$ cat src/rtl/acs_scheduler.sv
// Scheduler for one shared ACS unit across the 4 states of a K=3 rate-1/2 Viterbi decoder.
// It owns the path-metric bank, sequences the ACS per state, normalizes, and emits survivor words.
module acs_scheduler #(
  parameter int unsigned PM_W    = 7,
  parameter int unsigned PM_INIT = 16
) (
  input  logic            clk,
  input  logic            rst,
  input  logic            frame_start,
  input  logic            sym_valid,
  input  logic [1:0]      sym_data,
  output logic            sym_ready,
  output logic            acs_input_sig,
  output logic [1:0]      acs_self_state,
  output logic [1:0]      acs_data_recv,
  output logic [1:0]      acs_addr_in_1,
  output logic [1:0]      acs_addr_in_2,
  output logic [PM_W-1:0] acs_pm_in1,
  output logic [PM_W-1:0] acs_pm_in2,
  input  logic [PM_W-1:0] acs_pm_out,
  input  logic [1:0]      acs_addr_out,
  input  logic            acs_data_rdy,
  input  logic            acs_dec_out,
  output logic            surv_valid,
  output logic [7:0]      surv_data,
  output logic [3:0]      surv_dec,
  input  logic            surv_ready,
  output logic [1:0]      best_state,
  output logic [15:0]     sym_count
);

  localparam logic [PM_W-1:0] PM_INIT_V = PM_W'(PM_INIT);

  typedef enum logic [1:0] {IDLE, RUN, NORM, OUT} state_t;

  state_t          state;
  logic [1:0]      idx;
  logic [1:0]      sym_lat;
  logic [PM_W-1:0] pm     [4];
  logic [PM_W-1:0] new_pm [4];
  logic [7:0]      surv_acc;
  logic [3:0]      dec_acc;
  logic            acs_err;

  logic            accept;
  logic [1:0]      nxt_idx;
  logic [PM_W-1:0] nxt_pm1;
  logic [PM_W-1:0] nxt_pm2;
  logic [PM_W-1:0] pm_min;
  logic [1:0]      pm_arg;

  assign accept = (state == IDLE) && sym_ready && sym_valid;

  // Next ACS drive; a frame_start on the accept cycle uses the initial metrics directly.
  always_comb begin
    nxt_idx = (state == RUN) ? 2'(idx + 2'd1) : 2'd0;
    nxt_pm1 = pm[{nxt_idx[0], 1'b0}];
    nxt_pm2 = pm[{nxt_idx[0], 1'b1}];
    if (state == IDLE && frame_start) begin
      nxt_pm1 = nxt_idx[0] ? PM_INIT_V : '0;
      nxt_pm2 = PM_INIT_V;
    end
  end

  // Minimum of the fresh metrics; strict compare keeps the lowest index on ties.
  always_comb begin
    pm_min = new_pm[0];
    pm_arg = 2'd0;
    for (int i = 1; i < 4; i++) begin
      if (new_pm[i] < pm_min) begin
        pm_min = new_pm[i];
        pm_arg = 2'(i);
      end
    end
  end

  always_ff @(posedge clk) begin
    if (rst) begin
      state          <= IDLE;
      idx            <= '0;
      sym_lat        <= '0;
      surv_acc       <= '0;
      dec_acc        <= '0;
      acs_err        <= 1'b0;
      sym_ready      <= 1'b0;
      acs_input_sig  <= 1'b0;
      acs_self_state <= '0;
      acs_data_recv  <= '0;
      acs_addr_in_1  <= '0;
      acs_addr_in_2  <= '0;
      acs_pm_in1     <= '0;
      acs_pm_in2     <= '0;
      surv_valid     <= 1'b0;
      surv_data      <= '0;
      surv_dec       <= '0;
      best_state     <= '0;
      sym_count      <= '0;
      for (int i = 0; i < 4; i++) begin
        pm[i]     <= (i == 0) ? '0 : PM_INIT_V;
        new_pm[i] <= '0;
      end
    end else begin
      case (state)
        IDLE: begin
          sym_ready <= 1'b1;
          if (frame_start) begin
            sym_count <= '0;
            for (int i = 0; i < 4; i++) pm[i] <= (i == 0) ? '0 : PM_INIT_V;
          end
          if (accept) begin
            sym_ready      <= 1'b0;
            sym_lat        <= sym_data;
            idx            <= nxt_idx;
            surv_acc       <= '0;
            dec_acc        <= '0;
            acs_input_sig  <= 1'b1;
            acs_self_state <= nxt_idx;
            acs_data_recv  <= sym_data;
            acs_addr_in_1  <= {nxt_idx[0], 1'b0};
            acs_addr_in_2  <= {nxt_idx[0], 1'b1};
            acs_pm_in1     <= nxt_pm1;
            acs_pm_in2     <= nxt_pm2;
            state          <= RUN;
          end
        end
        RUN: begin
          if (acs_data_rdy) begin
            new_pm[idx]               <= acs_pm_out;
            surv_acc[{idx, 1'b0} +: 2] <= acs_addr_out;
            dec_acc[idx]              <= acs_dec_out;
          end else begin
            new_pm[idx] <= '1;
            acs_err     <= 1'b1;
          end
          if (idx == 2'd3) begin
            acs_input_sig  <= 1'b0;
            acs_self_state <= '0;
            acs_data_recv  <= '0;
            acs_addr_in_1  <= '0;
            acs_addr_in_2  <= '0;
            acs_pm_in1     <= '0;
            acs_pm_in2     <= '0;
            state          <= NORM;
          end else begin
            idx            <= nxt_idx;
            acs_self_state <= nxt_idx;
            acs_data_recv  <= sym_lat;
            acs_addr_in_1  <= {nxt_idx[0], 1'b0};
            acs_addr_in_2  <= {nxt_idx[0], 1'b1};
            acs_pm_in1     <= nxt_pm1;
            acs_pm_in2     <= nxt_pm2;
          end
        end
        NORM: begin
          for (int i = 0; i < 4; i++) pm[i] <= new_pm[i] - pm_min;
          best_state <= pm_arg;
          sym_count  <= sym_count + 16'd1;
          surv_data  <= surv_acc;
          surv_dec   <= dec_acc;
          surv_valid <= 1'b1;
          state      <= OUT;
        end
        OUT: begin
          if (surv_ready) begin
            surv_valid <= 1'b0;
            sym_ready  <= 1'b1;
            state      <= IDLE;
          end
        end
        default: state <= IDLE;
      endcase
    end
  end

  // A missing ACS result during RUN poisons the metrics and latches this flag.
  a_acs_result_present: assert property (@(posedge clk) disable iff (rst) !acs_err);

endmodule

$ cat config.mk
export PLATFORM = sky130hd
export DESIGN_NAME = acs_scheduler
export DESIGN_NICKNAME = d
export VERILOG_FILES = /design/src/rtl/acs_scheduler.sv
export SDC_FILE = /design/constraint.sdc
export NUM_CORES = 1
export LEC_CHECK = 0
export ABC_AREA = 1
export CELL_PAD_IN_SITES_DETAIL_PLACEMENT = 0
export CELL_PAD_IN_SITES_GLOBAL_PLACEMENT = 1
export CORE_MARGIN = 3
export CORE_UTILIZATION = 35
export CTS_CLUSTER_DIAMETER = 150
export CTS_CLUSTER_SIZE = 12
export DETAILED_ROUTE_END_ITERATION = 8
export GPL_ROUTABILITY_DRIVEN = 0
export PLACE_DENSITY = 0.67
export SYNTH_ARGS = -nofsm -noshare
export SYNTH_HDL_FRONTEND = slang
export SYNTH_SLANG_ARGS = --single-unit
$ cat constraint.sdc
create_clock -name clk -period 4.7 [get_ports clk]
set_input_delay 0.94 -clock clk [delete_from_list [all_inputs] [get_ports clk]]
set_output_delay 0.94 -clock clk [all_outputs]
set_load 0.01 [all_outputs]
# ---- Word level (Yosys, flattened, before mapping)
# Memories as Yosys holds them, arrays and structs flattened.
# Cells that the tools add are included.
dict set report word_totals {
  ram_bits 56
  ff_bits 73
  word_cells 155
  mem_count 2
}
dict set report classes {
  muxes 83
  n_lt_le_gt_ge 5
  bitwise 9
  n_eq_ne 10
  addsub 7
  n_reduce_logical 19
  shift 2
}
# memory words width read_ports rd_clocked_by_memory_dff wr line
set mem_list {}
lappend mem_list {new_pm 4 7 4 0 4 40} ;# logic [PM_W-1:0] new_pm [4];
lappend mem_list {pm 4 7 2 0 4 39} ;# logic [PM_W-1:0] pm [4];
# cell count
set ops {}
lappend ops {{7-bit 2-to-1 mux} 19}
lappend ops {{2-bit 2-to-1 mux} 16}
lappend ops {{16-bit case mux with 2 select lines} 1}
lappend ops {{7-bit case mux with 2 select lines} 2}
lappend ops {{7-bit subtractor} 4}
lappend ops {{1-bit 2-to-1 mux} 25}
lappend ops {{7-bit < comparator} 3}
lappend ops {{2-bit case mux with 2 select lines} 5}
lappend ops {{16-bit by 1-bit adder with 16-bit output, second input constant} 1}
lappend ops {{16-bit 2-to-1 mux} 1}
lappend ops {{8-bit 2-to-1 mux} 2}
lappend ops {{8-bit case mux with 2 select lines} 1}
lappend ops {{3-bit AND reduction} 4}
lappend ops {{2-bit != test, second input constant} 5}
lappend ops {{2-bit AND reduction} 5}
lappend ops {{1-bit bitwise OR} 9}
lappend ops {{8-bit bitwise mux} 1}
lappend ops {{4-bit 2-to-1 mux} 2}
lappend ops {{2-bit case mux with 4 select lines} 1}
lappend ops {{4-bit case mux with 2 select lines} 1}
lappend ops {{2-bit nonzero test} 4}
lappend ops {{2-bit by 5-bit variable shift with 8-bit output, first input constant} 1}
lappend ops {{2-bit by 5-bit variable part select with 8-bit output} 1}
lappend ops {{7-bit OR reduction} 1}
lappend ops {{other kinds (13)} 20}

# ---- Longest topological paths before layout
# Gate-level depths: netlist of run 1.
# An unclocked memory read counts as a cell.
dict set report logic_depth {
  ltp_word 9
  ltp_mapped 41
  mapped_depth_nobuf 39
}

# ---- Worst setup path before layout of run 1
# OpenSTA, ideal clock, no wires.
dict set report synth_timing {
  kind {register to register}
  from {memory new_pm[1][6]}
  to {memory pm[3][4], data pin}
  stages_incl_launch_ff 32
  setup_slack_ns -0.354
  n_path_buf 3
  setup_ns 0.260
  arrival_time_ns 4.795
  cell_sequence {edfxtp_1 > ha_1 > nand2_1 > inv_1 > a21oi_2 > nand2_2 > buf_6 > o21ai_0 > inv_1 > ha_1 > nand4_1 > nand2_1 > a21oi_4 > nand2_2 > buf_6 > a21oi_1 > inv_1 > ha_1 > nand2_1 > nor2_2 > a21oi_4 > nand2_4 > buf_6 > o21ai_0 > ha_1 > inv_1 > ha_1 > nor2_1 > inv_1 > a31o_1 > a21oi_1 > o21ai_1}
}
# item line
set synth_rtl {}
lappend synth_rtl {{from (decl)} 40}
lappend synth_rtl {{to (decl)} 39}

==> qor.yml, run 1 <==
run_status:
  status: "completed"
synthesis:
  synth-simple-area-share_pct: 29.22
  yosys.area.top_type_share_pct: 21.81
  async_flop_share_pct: 0
  synth_xor_area_share_pct: 0.4956
  yosys_register_bits: 126
  synth_fa_ha_area_share_pct: 5.310
  synthCells: 942
  syn_avg_cell_area_sq_um: 7.505
  ys_top_cells_by_area: "dfxtp_1 22%, edfxtp_1 21%, nand2_1 12%"
  synth_top_family_by_area: "simple AND/OR/NAND/NOR gates"
  ys_seq_area_share_pct: 42.62
  synthMuxAreaShare_pct: 0
  netlist_area_sq_um: 7069
  netlist-cell-type-count: 53
  synth_edf_count: 49
  synthesis.nets: 990
  yosys.area.top_type: "dfxtp_1"
  yosysWarnings: 0
  synth-compound-area-share_pct: 13.63
  synth_flop_cell: "dfxtp_1"
worst_setup_path:
  required_ps: 4850
  path_buf_inv: 6
  crit_fanout: 6
  critPathLaunchType: "flip-flop"
  critPathArrivalTime_ps: 4650
  crit_type: "reg2reg"
  slowest_stage: "edfxtp_1"
  max_stage_delay_ps: 410
  r2r_start: "new_pm[1][4]"
  crit_start: "new_pm[1][4]"
  cp_top_family: "simple AND/OR/NAND/NOR gates"
  end_kind: "flip-flop"
pwr:
  p_leak_uw: 0.003992
  power.density_nw_per_um2: 605.5
  ir_drop_mv: 0.2918
timing:
  hold_ws_ps: 453.3
  worst_pin_slew_ps: 1198
  fmax_ghz: 0.2224
  skew_ps: 16.72
  drv_slew: 0
  setup_violations: 0
  fin_crit_sh_pct: 95.66
  grt_setup_unrepaired: "true"
  finalHoldViolCount: 0
  period_needed_ps: 4496
  slew_headroom_pct: 19.47
layout:
  final_util_pct: 47.04
  nets: 1105
  area_growth_pct: 30.78
  layout_commonest_cell: "nand2_1"
  final_cell_mix: "215 x nand2_1, 103 x inv_1, 99 x nor2_1"
  num_antenna_cells: 0
  fillerInstances: 2065
  drive_above_1_share_pct: 16.64
die:
  num_rows: 51
  core_area_sq_um: 19650
  die-area_sq_um: 21940
  start_util_pct: 35.97
  die_x_um: 148.1
  die_y_um: 148.1
  ioPinCount: 73
drt:
  via_per_inst: 4.864
  postRouteAntennaNets: 0
  dr.pass1.iters: 5
  routed_wl_um: 20970
  drc: 0
  num_vias: 6494
  wl_per_cell_um: 15.70
  initialDrtViolationCount: 349
cts:
  cts_num_sinks: 126
  h-tree-depth: 4
  cts_buffers: 17
  clkTransAtPathRegs_ps: 60
  cts_max_path_buffers: 2
  clockRootBuffer: "clkbuf_16"
  tritoncts: "yes"
  clk_latency_ps: 420
global_routing:
  track_usage_pct: 19.41
  antenna_found_initial: 0
  grt_pass1_vias: 6306
  gr-total-overflow: 0
  grt_pass1_wl_um: 33550
  grt_max_degree: 27
place:
  hpwlAfterDp_um: 15810
  port_buffers: 71
worst_hold_path:
  min_path_type: "reg2reg"
  min_from: "surv_acc[0]"
run:
  cap_violations: 0
## where the power goes
part           switching (uW)  internal (uW)  leakage [uW]
Clock                     510            849      0.000299
Combinational            1720           1030       0.00256
Sequential                124           1370       0.00114
## what timing repair did
| action | in CTS | in global routing |
|---|---|---|
| setup endpoints to repair | 2 | 19 |
| hold buffers | 0 | 0 |
| gates resized for setup | 3 | 60 |
| setup buffers | 2 | 19 |
| pin swaps | 1 | 28 |
## state kept, by name, indices dropped and copies added (netlist names), 4 cells and up
| register | flops |
|---|---|
| surv_dec | 4 |
| surv_acc | 8 |
| surv_data | 8 |
| acs_pm_in1 | 7 |
| acs_pm_in2 | 7 |
| dec_acc | 4 |
| new_pm | 28 |
| sym_count | 16 |
| pm | 28 |
## metrics by stage
| step | setup slack [ps] | total power, uW | instance area (sq um) | instances | TNS [ps] |
|---|---|---|---|---|---|
| detailed placement | -47.23 | 3949 | 8220 | 1282 | -64.51 |
| CTS | 27.07 | 5348 | 8860 | 1316 | 0 |
| global route | -83.96 | 6039 | 9245 | 1335 | -531.4 |
| global placement | 67.92 | 3952 | 8220 | 1282 | 0 |
| floorplan | 0.1261 | 3213 | 7103 | 942 | 0 |
| finish | 203.9 | 5598 | 9245 | 1335 | 0 |
## cell families (layout without fill, tap and decap cells)
| family | after synthesis | count (layout) |
|---|---|---|
| flops | 126 | 126 |
| compound gates | 159 | 159 |
| other cells | 1 | 1 |
| buf+inv | 147 | 275 |
| xor+xnor | 4 | 4 |
| simple gates | 475 | 475 |
| fa+ha+maj | 30 | 30 |
## cells in the mapped netlist (all sizes together), types with 6 or more instances
master  number
edfxtp      49
a22o         8
inv        116
nand4        6
nor2       112
a22oi       12
ha          30
nor3        10
a21oi       65
clkbuf      17
dfxtp       77
nand2      250
o21bai       7
buf         11
nand3       81
o21ai       52
## area by class of cell
class	count	area [sq um]	share of cell area [%]
Multi-Input combinational cell	669	3722	40.26
Sequential cell	126	3013	32.59
Timing Repair Buffer	124	1120	12.11
Clock buffer	21	483.0	5.224
Inverter	119	446.7	4.832
Tap cell	265	331.6	3.586
Clock inverter	11	128.9	1.394
## final timing paths
check	endpoint	slack, ps	cells past startpoint
setup / recovery	pm[0][6]	200	30
hold / removal	surv_acc[0]	450	2
setup reg to reg	pm[0][6]	200	30
hold reg to reg	surv_acc[0]	450	2
## tightest hold or removal path, delay by kind of cell, from the launching register on
kind	cells	cell delay, ps
buf+inv	1	60
compound gates	1	50
flops	1	290
## metal layers
metal	up-vias	GRT usage (%)	part of all wire [%]
li1	3333	-	-
met1	3004	27.17	48
met2	129	30.76	46
met3	28	2.986	3.6
met4	0	6.651	2.0
met5	-	0	0
Power figures use the tool's default switching activity.
==> run 2, diff against run 1 <==
--- a/config.mk
+++ b/config.mk
@@ -13,8 +13,9 @@
 export CTS_CLUSTER_DIAMETER = 150
 export CTS_CLUSTER_SIZE = 12
 export DETAILED_ROUTE_END_ITERATION = 8
+export DONT_BUFFER_PORTS = 1
 export GPL_ROUTABILITY_DRIVEN = 0
-export PLACE_DENSITY = 0.67
+export PLACE_DENSITY = 0.61
 export SYNTH_ARGS = -nofsm -noshare
 export SYNTH_HDL_FRONTEND = slang
 export SYNTH_SLANG_ARGS = --single-unit
==> qor.yml, run 2 (same netlist as run 1, synthesis figures left out) <==
global_routing:
  grt_pass1_wl_um: 32110
  grt_max_degree: 35
  antenna_found_initial: 0
  gr-total-overflow: 0
  track_usage_pct: 18.66
  grt_pass1_vias: 5883
timing:
  finalHoldViolCount: 0
  worst_pin_slew_ps: 867.6
  fmax_ghz: 0.2201
  fin_crit_sh_pct: 96.67
  drv_slew: 0
  grt_setup_unrepaired: "true"
  setup_violations: 0
  period_needed_ps: 4544
  slew_headroom_pct: 41.95
  final.setup.tns_ps: 0
  skew_ps: 16.60
layout:
  layout_commonest_cell: "nand2_1"
  num_antenna_cells: 0
  top_regs: "new_pm: 28 flops, pm: 28 flops, sym_count: 16 flops"
  final_util_pct: 43.87
  drive_above_1_share_pct: 20.06
  final_cell_mix: "199 x nand2_1, 98 x inv_1, 96 x nor2_1"
  final_cells: 1257
  nets: 1027
  area_growth_pct: 21.96
  fillerInstances: 2075
place:
  port_buffers: 0
  dpl.cell_count: 1206
  hpwlAfterDp_um: 15630
worst_setup_path:
  worst_path_most_repeated_cell: "ha_4"
  critPathLaunchType: "flip-flop"
  max_stage_delay_ps: 420
  crit_fanout: 8
  end_kind: "flip-flop"
  critPathArrivalTime_ps: 4700
  slowest_stage: "edfxtp_1"
  required_ps: 4850
  path_buf_inv: 5
  crit_type: "reg2reg"
  cp_top_family: "compound AO/OA/AOI/OAI gates"
die:
  start_util_pct: 35.97
  ioPinCount: 73
  die_x_um: 148.1
  die-area_sq_um: 21940
  die_y_um: 148.1
  core_area_sq_um: 19650
  num_rows: 51
drt:
  num_vias: 6147
  via_per_inst: 4.890
  wl_per_cell_um: 16.25
  initialDrtViolationCount: 354
  dr.pass1.iters: 4
  postRouteAntennaNets: 0
  routed_wl_um: 20420
  drc: 0
cts:
  cts_buffers: 17
  tritoncts: "yes"
  cts_num_sinks: 126
  cts_hold_buf: 0
  cts_max_path_buffers: 2
  clockRootBuffer: "clkbuf_16"
  clkTransAtPathRegs_ps: 60
  h-tree-depth: 4
  clk_latency_ps: 420
run_status:
  status: "completed"
worst_hold_path:
  min_path_type: "reg2reg"
pwr:
  pwr-share-comb_pct: 49.4
  clkPwrFrac_pct: 23.0
  power.density_nw_per_um2: 643.9
  p_int_uw: 3139
  p_seq_share_pct: 27.6
  swShare_pct: 43.45
  p_sw_uw: 2412
  p_leak_uw: 0.003757
  power.total_uw: 5552
  ir_drop_mv: 0.3037
run:
  cap_violations: 0
## run 2: cell count changes in the layout (fill, tap and decap cells not counted), sizes merged
cell and change:
clkinv +5, buf -7, inv -2, clkbuf -3, clkdlybuf4s50 -71
## run 2: final timing paths
check | start | to | slack (ps) | depth (start not counted)
max reg2reg | new_pm[0][6] | pm[3][4] | 160 | 30
min reg2reg | dec_acc[2] | dec_acc[2] | 460 | 2
max | new_pm[0][6] | pm[3][4] | 160 | 30
min | dec_acc[2] | dec_acc[2] | 460 | 2
## run 2: metrics by stage
stage	setup slack, ps	hold WS [ps]	cell area (sq um)
2_1_floorplan	0.1261	425.8	7103
3_3_place_gp	5.824	444.5	7472
3_5_place_dp	-11.46	449.9	7472
4_1_cts	43.36	460.3	8045
5_1_grt	-106.3	473.3	8622
6_report	156.5	456.7	8622
## run 2: power groups by stage
| stage | Combinational (uW) | Clock, uW | Sequential [uW] |
|---|---|---|---|
| finish | 2740 | 1280 | 1530 |
| global route | 3100 | 1350 | 1550 |
| CTS | 2300 | 1310 | 1530 |
| detailed placement | 2290 | 0 | 1550 |
| global placement | 2310 | 0 | 1550 |
| floorplan | 1720 | 0 | 1490 |
## run 2: repair_timing
item	CTS	global route
endpoints found under the setup margin	2	23
resized for setup	1	112
pin swaps	0	48
buffers inserted	0	19
## run 2: worst register-to-register path: cells and delay by family (launching register included)
kind | cells | cell delay [ps]
flip-flops | 1 | 420
AO/OA/AOI/OAI | 9 | 1520
buffers and inverters | 5 | 390
AND/OR/NAND/NOR | 11 | 930
adder cells (fa/ha/maj) | 5 | 1030
## run 2: metal layers
layer  track usage [%]  share of wire (%)  vias to the layer above
met2             29.34                 47                       91
met5                 0                  0                        -
met1             26.17                 48                     2862
met3             3.931                3.8                       15
met4             5.127                1.1                        0
li1                  -                  -                     3179
## run 2: cell type report
| class | instances | area, sq um | area share [%] |
|---|---|---|---|
| clock inverters | 14 | 143.9 | 1.669 |
| multi-input cells | 669 | 3889 | 45.10 |
| inverters | 119 | 451.7 | 5.239 |
| well taps | 265 | 331.6 | 3.846 |
| clock buffers | 18 | 429.2 | 4.978 |
| repair buffers | 46 | 364.1 | 4.223 |
| flip-flops and latches | 126 | 3013 | 34.94 |
==> run 3, diff against run 2 <==
--- a/config.mk
+++ b/config.mk
@@ -16,6 +16,7 @@
 export DONT_BUFFER_PORTS = 1
 export GPL_ROUTABILITY_DRIVEN = 0
 export PLACE_DENSITY = 0.61
+export SKIP_CTS_REPAIR_TIMING = 1
 export SYNTH_ARGS = -nofsm -noshare
 export SYNTH_HDL_FRONTEND = slang
 export SYNTH_SLANG_ARGS = --single-unit
==> constraint.sdc (replaced) <==
create_clock -name clk -period 4.7 [get_ports clk]
set_input_delay 0.94 -clock clk [delete_from_list [all_inputs] [get_ports clk]]
set_output_delay 0.94 -clock clk [all_outputs]
set_load 0.005 [all_outputs]
==> qor.yml, run 3 (same netlist as run 1, synthesis figures left out) <==
worst_hold_path:
  min_path_type: "reg2reg"
  min_from: "dec_acc[2]"
timing:
  drv_slew: 0
  setup_violations: 0
  final.setup.tns_ps: 0
  grt_setup_unrepaired: "true"
  hold_ws_ps: 457.3
  period_needed_ps: 4543
  finalHoldViolCount: 0
  fin_crit_sh_pct: 96.66
  skew_ps: 20.81
  slew_headroom_pct: 41.91
  worst_pin_slew_ps: 868.1
  fmax_ghz: 0.2201
pwr:
  power.density_nw_per_um2: 641.5
  p_leak_uw: 0.003757
  ir_drop_mv: 0.3023
  power.total_uw: 5531
drt:
  drc: 0
  routed_wl_um: 20410
  initialDrtViolationCount: 330
  num_vias: 6147
  wl_per_cell_um: 16.24
  postRouteAntennaNets: 0
  dr.pass1.iters: 4
  via_per_inst: 4.890
layout:
  final_util_pct: 43.87
  drive_above_1_share_pct: 20.06
  area_growth_pct: 21.96
  nets: 1027
  fillerInstances: 2075
  num_antenna_cells: 0
  final_cells: 1257
  layout_commonest_cell: "nand2_1"
  final_cell_mix: "199 x nand2_1, 98 x inv_1, 96 x nor2_1"
  top_regs: "new_pm: 28 flops, pm: 28 flops, sym_count: 16 flops"
worst_setup_path:
  r2r_start: "new_pm[0][6]"
  end_kind: "flip-flop"
  critPathArrivalTime_ps: 4690
  crit_type: "reg2reg"
  path_buf_inv: 5
  slowest_stage: "edfxtp_1"
  crit_start: "new_pm[0][6]"
  cp_top_family: "compound AO/OA/AOI/OAI gates"
  max_stage_delay_ps: 420
  critPathLaunchType: "flip-flop"
  crit_fanout: 8
  worst_path_most_repeated_cell: "ha_4"
  required_ps: 4850
global_routing:
  grt_pass1_vias: 5883
  track_usage_pct: 18.66
  gr-total-overflow: 0
  grt_max_degree: 35
  grt_pass1_wl_um: 32110
  antenna_found_initial: 0
die:
  die_x_um: 148.1
  die_y_um: 148.1
  ioPinCount: 73
  start_util_pct: 35.97
  core_area_sq_um: 19650
  die-area_sq_um: 21940
  num_rows: 51
cts:
  clkTransAtPathRegs_ps: 60
  clockRootBuffer: "clkbuf_16"
  cts_max_path_buffers: 2
  tritoncts: "yes"
  cts_num_sinks: 126
  cts_buffers: 17
  clk_latency_ps: 420
  h-tree-depth: 4
place:
  hpwlAfterDp_um: 15630
  dpl.cell_count: 1206
  port_buffers: 0
run_status:
  status: "completed"
run:
  cap_violations: 0
[run 3: cell counts in the layout (fill, tap and decap cells not counted)]
No cell type changed its count.
[run 3: final timing paths]
| check | endpoint | slack [ps] | depth (start not counted) |
|---|---|---|---|
| hold reg to reg | dec_acc[2] | 460 | 2 |
| setup / recovery | pm[3][4] | 160 | 30 |
| hold / removal | dec_acc[2] | 460 | 2 |
| setup reg to reg | pm[3][4] | 160 | 30 |
[run 3: per-stage QoR]
step | setup WS, ps | area (sq um)
after floorplan | 0.1261 | 7103
final | 157.0 | 8622
after CTS | -18.69 | 8045
after global routing | -106.3 | 8622
after detailed placement | -11.46 | 7472
after global placement | 5.824 | 7472
[run 3: area by class of cell]
cell class                 count  area [sq um]  area share (%)
clock buffer                  18         429.2           4.978
inverter                     119         451.7           5.239
multi-input combinational    669          3889           45.10
clock inverter                14         143.9           1.669
tap                          265         331.6           3.846
timing repair buffer          46         364.1           4.223
sequential                   126          3013           34.94
[run 3: per-layer routing]
metal  track usage, %  routed length [um]  vias up  share of wire (%)
li1                 -                   -     3176                  -
met1            26.17                9938     2864                 49
met2            29.34                9556       96                 47
met3            3.931                 744       11                3.6
met4            5.127                 173        0               0.85
met5                0                   0        -                  0
[run 3: report_power, final]
group	total, uW	internal, uW	leakage (uW)	switching (uW)
clock network	1280	779	0.000281	499
logic	2740	993	0.00234	1750
registers	1510	1370	0.00114	142
[run 3: worst reg2reg max path: cells and delay by family, from the launching register on]
kind	cells	cell delay [ps]
fa+ha+maj	5	1020
flops	1	420
simple gates	11	930
compound gates	9	1520
buf+inv	5	390
